File: src/rtl/harm_pkg.sv
// rtl/harm_pkg.sv - shared widths, FSM states and magnitude type for harmonic_scheduler
//
// Purpose: default widths and types used by harmonic_scheduler and harm_mac.
// Ports:   none (package).
package harm_pkg;

  localparam int NUM_HARM = 15;
  localparam int PHASE_W  = 8;
  localparam int MAG_W    = 4;
  localparam int ROM_W    = 16;
  localparam int OUT_W    = 24;
  localparam int IDX_W    = 4;

  typedef enum logic [1:0] {
    ST_IDLE,
    ST_ISSUE,
    ST_DRAIN,
    ST_DONE
  } harm_state_t;

  typedef logic signed [MAG_W-1:0] mag_t;

endpackage

File: src/rtl/harm_mac.sv
// rtl/harm_mac.sv - signed multiply-accumulate stage for harmonic_scheduler
//
// Purpose: acc += sext(data * mag) when en is high; clear zeroes acc and wins over en.
// Ports:
//   clk, reset  clock, asynchronous active-high reset
//   clear       zero the accumulator
//   en          accumulate this cycle's product
//   data        signed ROM sample
//   mag         signed harmonic magnitude
//   acc         signed running sum
module harm_mac #(
  parameter int ROM_W = harm_pkg::ROM_W,
  parameter int MAG_W = harm_pkg::MAG_W,
  parameter int OUT_W = harm_pkg::OUT_W
) (
  input  logic                    clk,
  input  logic                    reset,
  input  logic                    clear,
  input  logic                    en,
  input  logic signed [ROM_W-1:0] data,
  input  logic signed [MAG_W-1:0] mag,
  output logic signed [OUT_W-1:0] acc
);

  localparam int PROD_W = ROM_W + MAG_W;

  logic signed [PROD_W-1:0] product;

  // Both operands are widened before multiplying so the full-width product is exact.
  assign product = PROD_W'(data) * PROD_W'(mag);

  always_ff @(posedge clk or posedge reset) begin
    if (reset) begin
      acc <= '0;
    end else if (clear) begin
      acc <= '0;
    end else if (en) begin
      acc <= acc + OUT_W'(product);
    end
  end

endmodule

File: src/rtl/harmonic_scheduler.sv
// rtl/harmonic_scheduler.sv - shares one sync sine ROM across harmonics to build one sample per frame
//
// Purpose: on sample_tick, issue k*base addresses for k=1..NUM_HARM, weight each
//          returned sine value by its magnitude and sum into sample_out.
// Ports:
//   clk, reset         clock, asynchronous active-high reset
//   sample_tick        frame start pulse
//   phase_inc          base-phase increment, latched at frame start
//   cfg_we/idx/mag     magnitude shadow-bank write (idx 1..NUM_HARM)
//   rom_addr, rom_data external ROM address (registered) and data (one cycle later)
//   sample_out         frame sum, held until the next frame completes
//   sample_valid       one-cycle pulse on sample_out update
//   busy               frame in progress
//   overrun            sticky: tick arrived while busy
module harmonic_scheduler #(
  parameter int NUM_HARM = harm_pkg::NUM_HARM,
  parameter int PHASE_W  = harm_pkg::PHASE_W,
  parameter int MAG_W    = harm_pkg::MAG_W,
  parameter int ROM_W    = harm_pkg::ROM_W,
  parameter int OUT_W    = harm_pkg::OUT_W
) (
  input  logic                      clk,
  input  logic                      reset,
  input  logic                      sample_tick,
  input  logic [PHASE_W-1:0]        phase_inc,
  input  logic                      cfg_we,
  input  logic [3:0]                cfg_idx,
  input  logic signed [MAG_W-1:0]   cfg_mag,
  output logic [PHASE_W-1:0]        rom_addr,
  input  logic signed [ROM_W-1:0]   rom_data,
  output logic signed [OUT_W-1:0]   sample_out,
  output logic                      sample_valid,
  output logic                      busy,
  output logic                      overrun
);

  import harm_pkg::*;

  harm_state_t state, state_next;

  logic [PHASE_W-1:0]       base;
  logic [PHASE_W-1:0]       inc_lat;
  logic [3:0]               k;        // harmonic whose address is on rom_addr
  logic [3:0]               k_d;      // harmonic whose data is on rom_data
  logic                     rom_vld_d;
  logic signed [MAG_W-1:0]  mag_shadow [16];
  logic signed [MAG_W-1:0]  mag_active [16];
  logic signed [OUT_W-1:0]  acc;
  logic                     start;
  logic                     cfg_ok;
  logic                     last_issue;

  assign start      = (state == ST_IDLE) && sample_tick;
  assign cfg_ok     = cfg_we && (cfg_idx != 4'd0) && (cfg_idx <= 4'(NUM_HARM));
  assign last_issue = (k == 4'(NUM_HARM));
  assign busy       = (state != ST_IDLE);

  always_ff @(posedge clk or posedge reset) begin
    if (reset) begin
      state <= ST_IDLE;
    end else begin
      state <= state_next;
    end
  end

  always_comb begin
    state_next = state;
    unique case (state)
      ST_IDLE:  if (sample_tick) state_next = ST_ISSUE;
      ST_ISSUE: if (last_issue)  state_next = ST_DRAIN;
      ST_DRAIN: state_next = ST_DONE;
      ST_DONE:  state_next = ST_IDLE;
      default:  state_next = ST_IDLE;
    endcase
  end

  always_ff @(posedge clk or posedge reset) begin
    if (reset) begin
      base         <= '0;
      inc_lat      <= '0;
      rom_addr     <= '0;
      k            <= '0;
      k_d          <= '0;
      rom_vld_d    <= 1'b0;
      sample_out   <= '0;
      sample_valid <= 1'b0;
      overrun      <= 1'b0;
      for (int i = 0; i < 16; i++) begin
        mag_shadow[i] <= '0;
        mag_active[i] <= '0;
      end
    end else begin
      if (cfg_ok) begin
        mag_shadow[cfg_idx] <= cfg_mag;
      end

      if (start) begin
        inc_lat  <= phase_inc;
        rom_addr <= base;
        k        <= 4'd1;
        // A write landing on the start edge goes straight into the active copy.
        for (int i = 0; i < 16; i++) begin
          mag_active[i] <= (cfg_ok && (cfg_idx == 4'(i))) ? cfg_mag : mag_shadow[i];
        end
      end else if ((state == ST_ISSUE) && !last_issue) begin
        rom_addr <= rom_addr + base;
        k        <= k + 4'd1;
      end

      // Index travels one cycle behind the address to line up with the ROM latency.
      rom_vld_d <= (state == ST_ISSUE);
      k_d       <= k;

      sample_valid <= (state == ST_DONE);
      if (state == ST_DONE) begin
        sample_out <= acc;
        base       <= base + inc_lat;
      end

      if (sample_tick && (state != ST_IDLE)) begin
        overrun <= 1'b1;
      end
    end
  end

  harm_mac #(
    .ROM_W (ROM_W),
    .MAG_W (MAG_W),
    .OUT_W (OUT_W)
  ) u_mac (
    .clk   (clk),
    .reset (reset),
    .clear (start),
    .en    (rom_vld_d),
    .data  (rom_data),
    .mag   (mag_active[k_d]),
    .acc   (acc)
  );

endmodule
File: config.mk
export PLATFORM = sky130hd
export DESIGN_NAME = harmonic_scheduler
export DESIGN_NICKNAME = d
export VERILOG_FILES = /design/src/rtl/harm_pkg.sv /design/src/rtl/harm_mac.sv /design/src/rtl/harmonic_scheduler.sv
export SDC_FILE = /design/constraint.sdc
export NUM_CORES = 1
export LEC_CHECK = 0
export ABC_AREA = 1
export CAP_MARGIN = 20
export CORE_MARGIN = 5
export CORE_UTILIZATION = 60
export DETAILED_ROUTE_END_ITERATION = 6
export GPL_TIMING_DRIVEN = 0
export PLACE_DENSITY = 0.8
export SYNTH_ARGS = -nofsm -noshare
export SYNTH_HDL_FRONTEND = slang
export SYNTH_SLANG_ARGS = --single-unit
File: constraint.sdc
create_clock -name clk -period 8.8 [get_ports clk]
set_input_delay 1.76 -clock clk [delete_from_list [all_inputs] [get_ports clk]]
set_output_delay 1.76 -clock clk [all_outputs]
set_load 0.03 [all_outputs]
### Word level (Yosys, flattened, before mapping)

Index checks and enable logic that the tools add are counted.

| cells by class | value |
|---|---|
| magnitude comparators | 4 |
| bitwise gates (word level) | 2 |
| add/subtract/negate cells | 4 |
| equality and inequality tests | 21 |
| reductions and logical operators | 30 |
| multiplexer cells | 31 |
| multipliers | 1 |

Operators with widths:

| operator | count |
|---|---|
| 2-to-1 mux 4 bit | 21 |
| bitwise mux 64 bit | 1 |
| 2-to-1 mux 24 bit | 2 |
| equality test 4 bit (second input constant) | 9 |
| adder 24 x 20 -> 24 bit | 1 |
| logical AND 1 bit | 22 |
| multiplier 16 x 4 -> 20 bit | 1 |
| adder 8 bit | 2 |
| binary-select mux 4 bit (select 4 bit) | 1 |
| demux 4 bit (select 4 bit) | 1 |
| equality test 4 x 3 -> 1 bit (second input constant) | 4 |
| 2-to-1 mux 8 bit | 2 |
| >= comparator 5 bit (second input constant) | 2 |
| inverter 4 -> 5 bit | 2 |
| equality test 4 x 2 -> 1 bit (second input constant) | 2 |
| one-hot mux 2 bit (4 select lines) | 1 |
| nonzero test 2 bit | 3 |
| < comparator 5 x 1 -> 1 bit (second input constant) | 1 |
| adder 4 x 1 -> 4 bit (second input constant) | 1 |
| equality test 2 bit (second input constant) | 2 |
| equality test 4 x 1 -> 1 bit (second input constant) | 1 |
| less-or-equal comparator 4 bit (second input constant) | 1 |
| zero test 4 bit | 1 |
| 2-to-1 mux 2 bit | 2 |
| 6 further kinds | 7 |

| storage, ports and cells | value |
|---|---|
| output and inout bits | 35 |
| logic and storage cells | 136 |
| flip-flop bits (word level) | 213 |

### Depth between registers and ports, before layout

| logic depth | value |
|---|---|
| depth after elaboration | 8 |
| depth in mapped cells | 30 |
| mapped depth without buffers | 27 |

### Hierarchy

From an unflattened synthesis, not the netlist that was laid out.

| second synthesis, totals | value |
|---|---|
| cell total of the unflattened synthesis | 1713 |
| area, all modules | 13284.0 sq um |

Modules (own cells, without submodules):

| module | area an instance (sq um) | seq. area each (sq um) | times used | cells each |
|---|---|---|---|---|
| harmonic_scheduler | 8464.4 | 4729.5 | 1 | 996 |
| harm_mac | 4819.6 | 600.6 | 1 | 717 |

### Worst setup path before layout

No wires, ideal clock.

| path | value |
|---|---|
| path type | input -> register |
| from | input port rom_data[2] |
| to | register u_mac.acc[11] |
| stages on the path | 19 |
| slack | 3.916 ns |
| library setup time | 0.083 ns |
| required time | 8.717 ns |
| arrival | 4.802 ns |
| path through | inv_1 nor2_1 fa_1 fa_1 inv_1 fa_1 inv_1 ha_1 a21oi_1 nand2_1 nand2_1 nand2_1 inv_1 o21ai_1 nand2_1 nand2_1 nand2_1 nand2_1 o21ai_0 |

| on the way | value |
|---|---|
| cells in the longest elaborated chain, start to end | 4 |

RTL lines:

| what | line | source |
|---|---|---|
| from (decl) | harmonic_scheduler.sv:30 | `input logic signed [ROM_W-1:0] rom_data,` |
| multiplier 16 x 4 -> 20 bit | harm_mac.sv:30 | `assign product = PROD_W'(data) * PROD_W'(mag);` |
| adder 24 x 20 -> 24 bit | harm_mac.sv:38 | `acc <= acc + OUT_W'(product);` |
| 2-to-1 mux 24 bit | harm_mac.sv:37 | `end else if (en) begin` |
| 2-to-1 mux 24 bit | harm_mac.sv:35 | `end else if (clear) begin` |
| to (signal assigned) | harm_mac.sv:38 |  |
| to (decl) | harm_mac.sv:22 | `output logic signed [OUT_W-1:0] acc` |

Every way passes these cells. The select of a mux whose other input is x is not followed.
A chain may end at the register's enable or synchronous reset.

### Worst setup path after layout

| path | value |
|---|---|
| from | input port rom_data[2] |
| to | register u_mac.acc[17] |

The elaborated chain is that of the path after synthesis.

==> metrics.txt <==
Synth area leaders dfrtp_1 43%, nand2_1 14%, fa_1 9.6%; Post-Synthesis Cells 1,536; Wirelength per Cell 16.44 um; area post-placement 0.01360 mm^2; Inserted Diodes 0; Netlist cell types 38; Area Growth Syn to Fin 14.21%; total track usage 26.60%; dominant synthesized flop cell dfrtp_1; row count 52; Worst Slack Setup Final 3.302 ns; critical path type in2reg; Max Slew Vio Count 0; global-route wire length before repair 51.89 mm; die area 0.02386 mm^2; antenna violations before repair 1; DR vias 10.38k; Yosys top cell by area dfrtp_1; fin crit period 5.498 ns; count of non-filler cells in the finished layout 1,918; skew final 0.01906 ns; Ports 71; Hold Path Sink k_d[3]; Num CTS Buffers 23; Die W 154.5 um; Clock Path Buffers 3; clk sinks 213; # fillers 1,611; Post-CTS Resized 0; FF-to-FF path depth 22; antenna viol nets, final 0; FF-to-FF Start k_d[2]; root buf cell clkbuf_16; Die Ht 154.5 um; GRT overflow 0; Worst R2R Setup Slack 3.44 ns; flip-flop and latch area 0.005330 mm^2; Final period util 62.47%; H-Tree Depth 1; hold_buf cts 0; DP Cell Count 1,877; DRC violations left 0; Syn Std Cell Area 0.01252 mm^2; Post-synth ARST share 100.0%; final WL 31.54 mm; Via density 5.409; # Post-CTS Setup Buffers 0; multi-input logic area 0.006138 mm^2; Yosys Warn Count 0; share of cells above drive strength 1 4.126%; max cap viols 0; finished layout cell area 0.01430 mm^2; FMAX 181.9 MHz; fraction of the yosys area taken by sequential cells 42.56%; Core ar. 0.02036 mm^2; hpwl dp 23.45 mm; Slew headroom 44.78%; CP startpoint kind primary input; most used standard cell by instance count after synthesis nand2_1; nets 1,797; Cells on Worst Hold Path 0; Avg Cell Area, Syn 8.154 um^2; Critical Path End Type flop; Worst-path clk slew 0.06 ns; status complete, no violations; worst hold path type reg2reg; TritonCTS clock tree yes; pin count of the biggest net entering global routing 115; Tightest Pin Transition 0.8284 ns; DRT iter0 DRCs 800; Syn Nets 1,701; post-synth top area share 42.56%; top post-synthesis cells by count 451 x nand2_1, 215 x inv_1, 213 x dfrtp_1, 143 x o21ai_0, 121 x nor2_1; Setup crit start rom_data[2]; gpl congestion 0.9124; dpl ws 2.871 ns; post-synthesis register bit count 213; endpoints failing setup 0; HP Start k[3]; WP data required 9.20 ns; number of global-route vias before repair 10.44k; crit-path max FO 6; Starting Density 61.50%; worst r2r dst u_mac.acc[17]; WP data arrival 5.90 ns; DR pass1 iterations 6; clk_lat worst skew 0.53 ns; RSZ-0062 raised after global routing no; Post-synth EDFFs 0; final hold vios 0; IO Port Bufs 70
## worst max-delay path, stage by stage
cell             delay [ns]
clkdlybuf4s50_1        0.59
inv_1                  0.11
nor2_1                 0.17
fa_1                   0.47
fa_1                   0.56
inv_1                  0.06
fa_1                   0.52
inv_1                  0.05
ha_1                   0.36
a21oi_1                0.26
nand2_1                0.16
nand2_1                0.10
nand2_1                0.09
inv_1                  0.13
o21ai_1                0.12
nand2_1                0.11
nand3b_1               0.08
nand3_1                0.12
nand2_1                0.06
## logic make-up (layout without fill, tap and decap cells)
logic type               Yosys count  count (layout)  synth area share (%)
adder cells (fa/ha/maj)          129             129                 16.48
XOR/XNOR                          10              10                0.6993
AND/OR/NAND/NOR                  652             652                 20.83
flip-flops                       213             213                 42.56
buffers and inverters            272             384                 8.432
AO/OA/AOI/OAI                    260             260                 11.00
## area by class of cell
cell class                      count  area share (%)
Sequential cell                   213           37.26
Clock buffer                       35           4.619
Tap cell                          270           2.362
Timing Repair Buffer               71           5.091
Clock inverter                      6          0.3149
Inverter                          224           5.931
Multi-Input combinational cell   1051           42.91
Buffer                             48           1.505
## state kept, by name (all words and copies together), names as in the netlist
register / flops
base: 8
sample_valid: 1
inc_lat: 8
overrun: 1
u_mac.acc: 24
k: 4
state: 2
rom_addr: 8
mag_active: 64
k_d: 4
rom_vld_d: 1
sample_out: 24
mag_shadow: 64
## worst max-delay path by stage
stage,to,cells after the start
floorplan,base[0],1
global placement,mag_shadow[50],2
detailed placement,u_mac.acc[18],18
CTS,u_mac.acc[18],18
global route,u_mac.acc[11],20
finish,u_mac.acc[17],19
## stage by stage
stage | setup TNS (ns) | hold slack (ns) | util, %
after CTS | 0 | 0.4164 | 70.24
after global routing | 0 | 0.4326 | 70.24
after detailed placement | 0 | 0.4097 | 66.77
after floorplan | 0 | 0.3900 | -
after global placement | -307.02 | 0.4086 | 66.60
final | 0 | 0.4254 | 70.24
## cells in the final DEF (no fill, tap or decap), types with 2 or more instances in the layout
| cell type | netlist | layout |
|---|---|---|
| clkbuf_16 | 0 | 23 |
| nor2_1 | 121 | 121 |
| buf_4 | 4 | 4 |
| nand4_1 | 7 | 7 |
| a21boi_0 | 2 | 2 |
| a21oi_1 | 77 | 77 |
| nor3_1 | 6 | 6 |
| nor3_2 | 3 | 3 |
| o221ai_1 | 6 | 6 |
| o21ai_1 | 14 | 14 |
| clkinv_2 | 0 | 5 |
| xor2_1 | 8 | 8 |
| xnor2_1 | 2 | 2 |
| buf_1 | 7 | 7 |
| o211ai_1 | 2 | 2 |
| a22o_1 | 4 | 4 |
| clkdlybuf4s50_1 | 0 | 70 |
| ha_1 | 69 | 69 |
| nand3_1 | 53 | 53 |
| o22ai_1 | 4 | 4 |
| a32o_1 | 2 | 2 |
| o21ai_0 | 143 | 143 |
| nand3b_1 | 3 | 3 |
| nand2_1 | 451 | 451 |
| buf_2 | 10 | 10 |
| fa_1 | 60 | 60 |
| or2_2 | 4 | 4 |
| clkinv_1 | 2 | 2 |
| clkbuf_1 | 26 | 34 |
| inv_1 | 215 | 214 |
| clkbuf_8 | 0 | 4 |
| nor2_4 | 2 | 2 |
| a31oi_1 | 2 | 2 |
| dfrtp_1 | 213 | 213 |
| inv_2 | 7 | 7 |
## layer usage
layer	global-route usage, %	up-vias	part of all wire, %
li1	-	5028	-
met1	35.27	4950	42
met2	45.28	317	49
met3	3.716	78	4.9
met4	9.125	2	3.6
met5	0	-	0.041
Power is left out: the tool's default activity adds up to more than one toggle a clock period on the data nets, which glitch-free logic cannot reach.
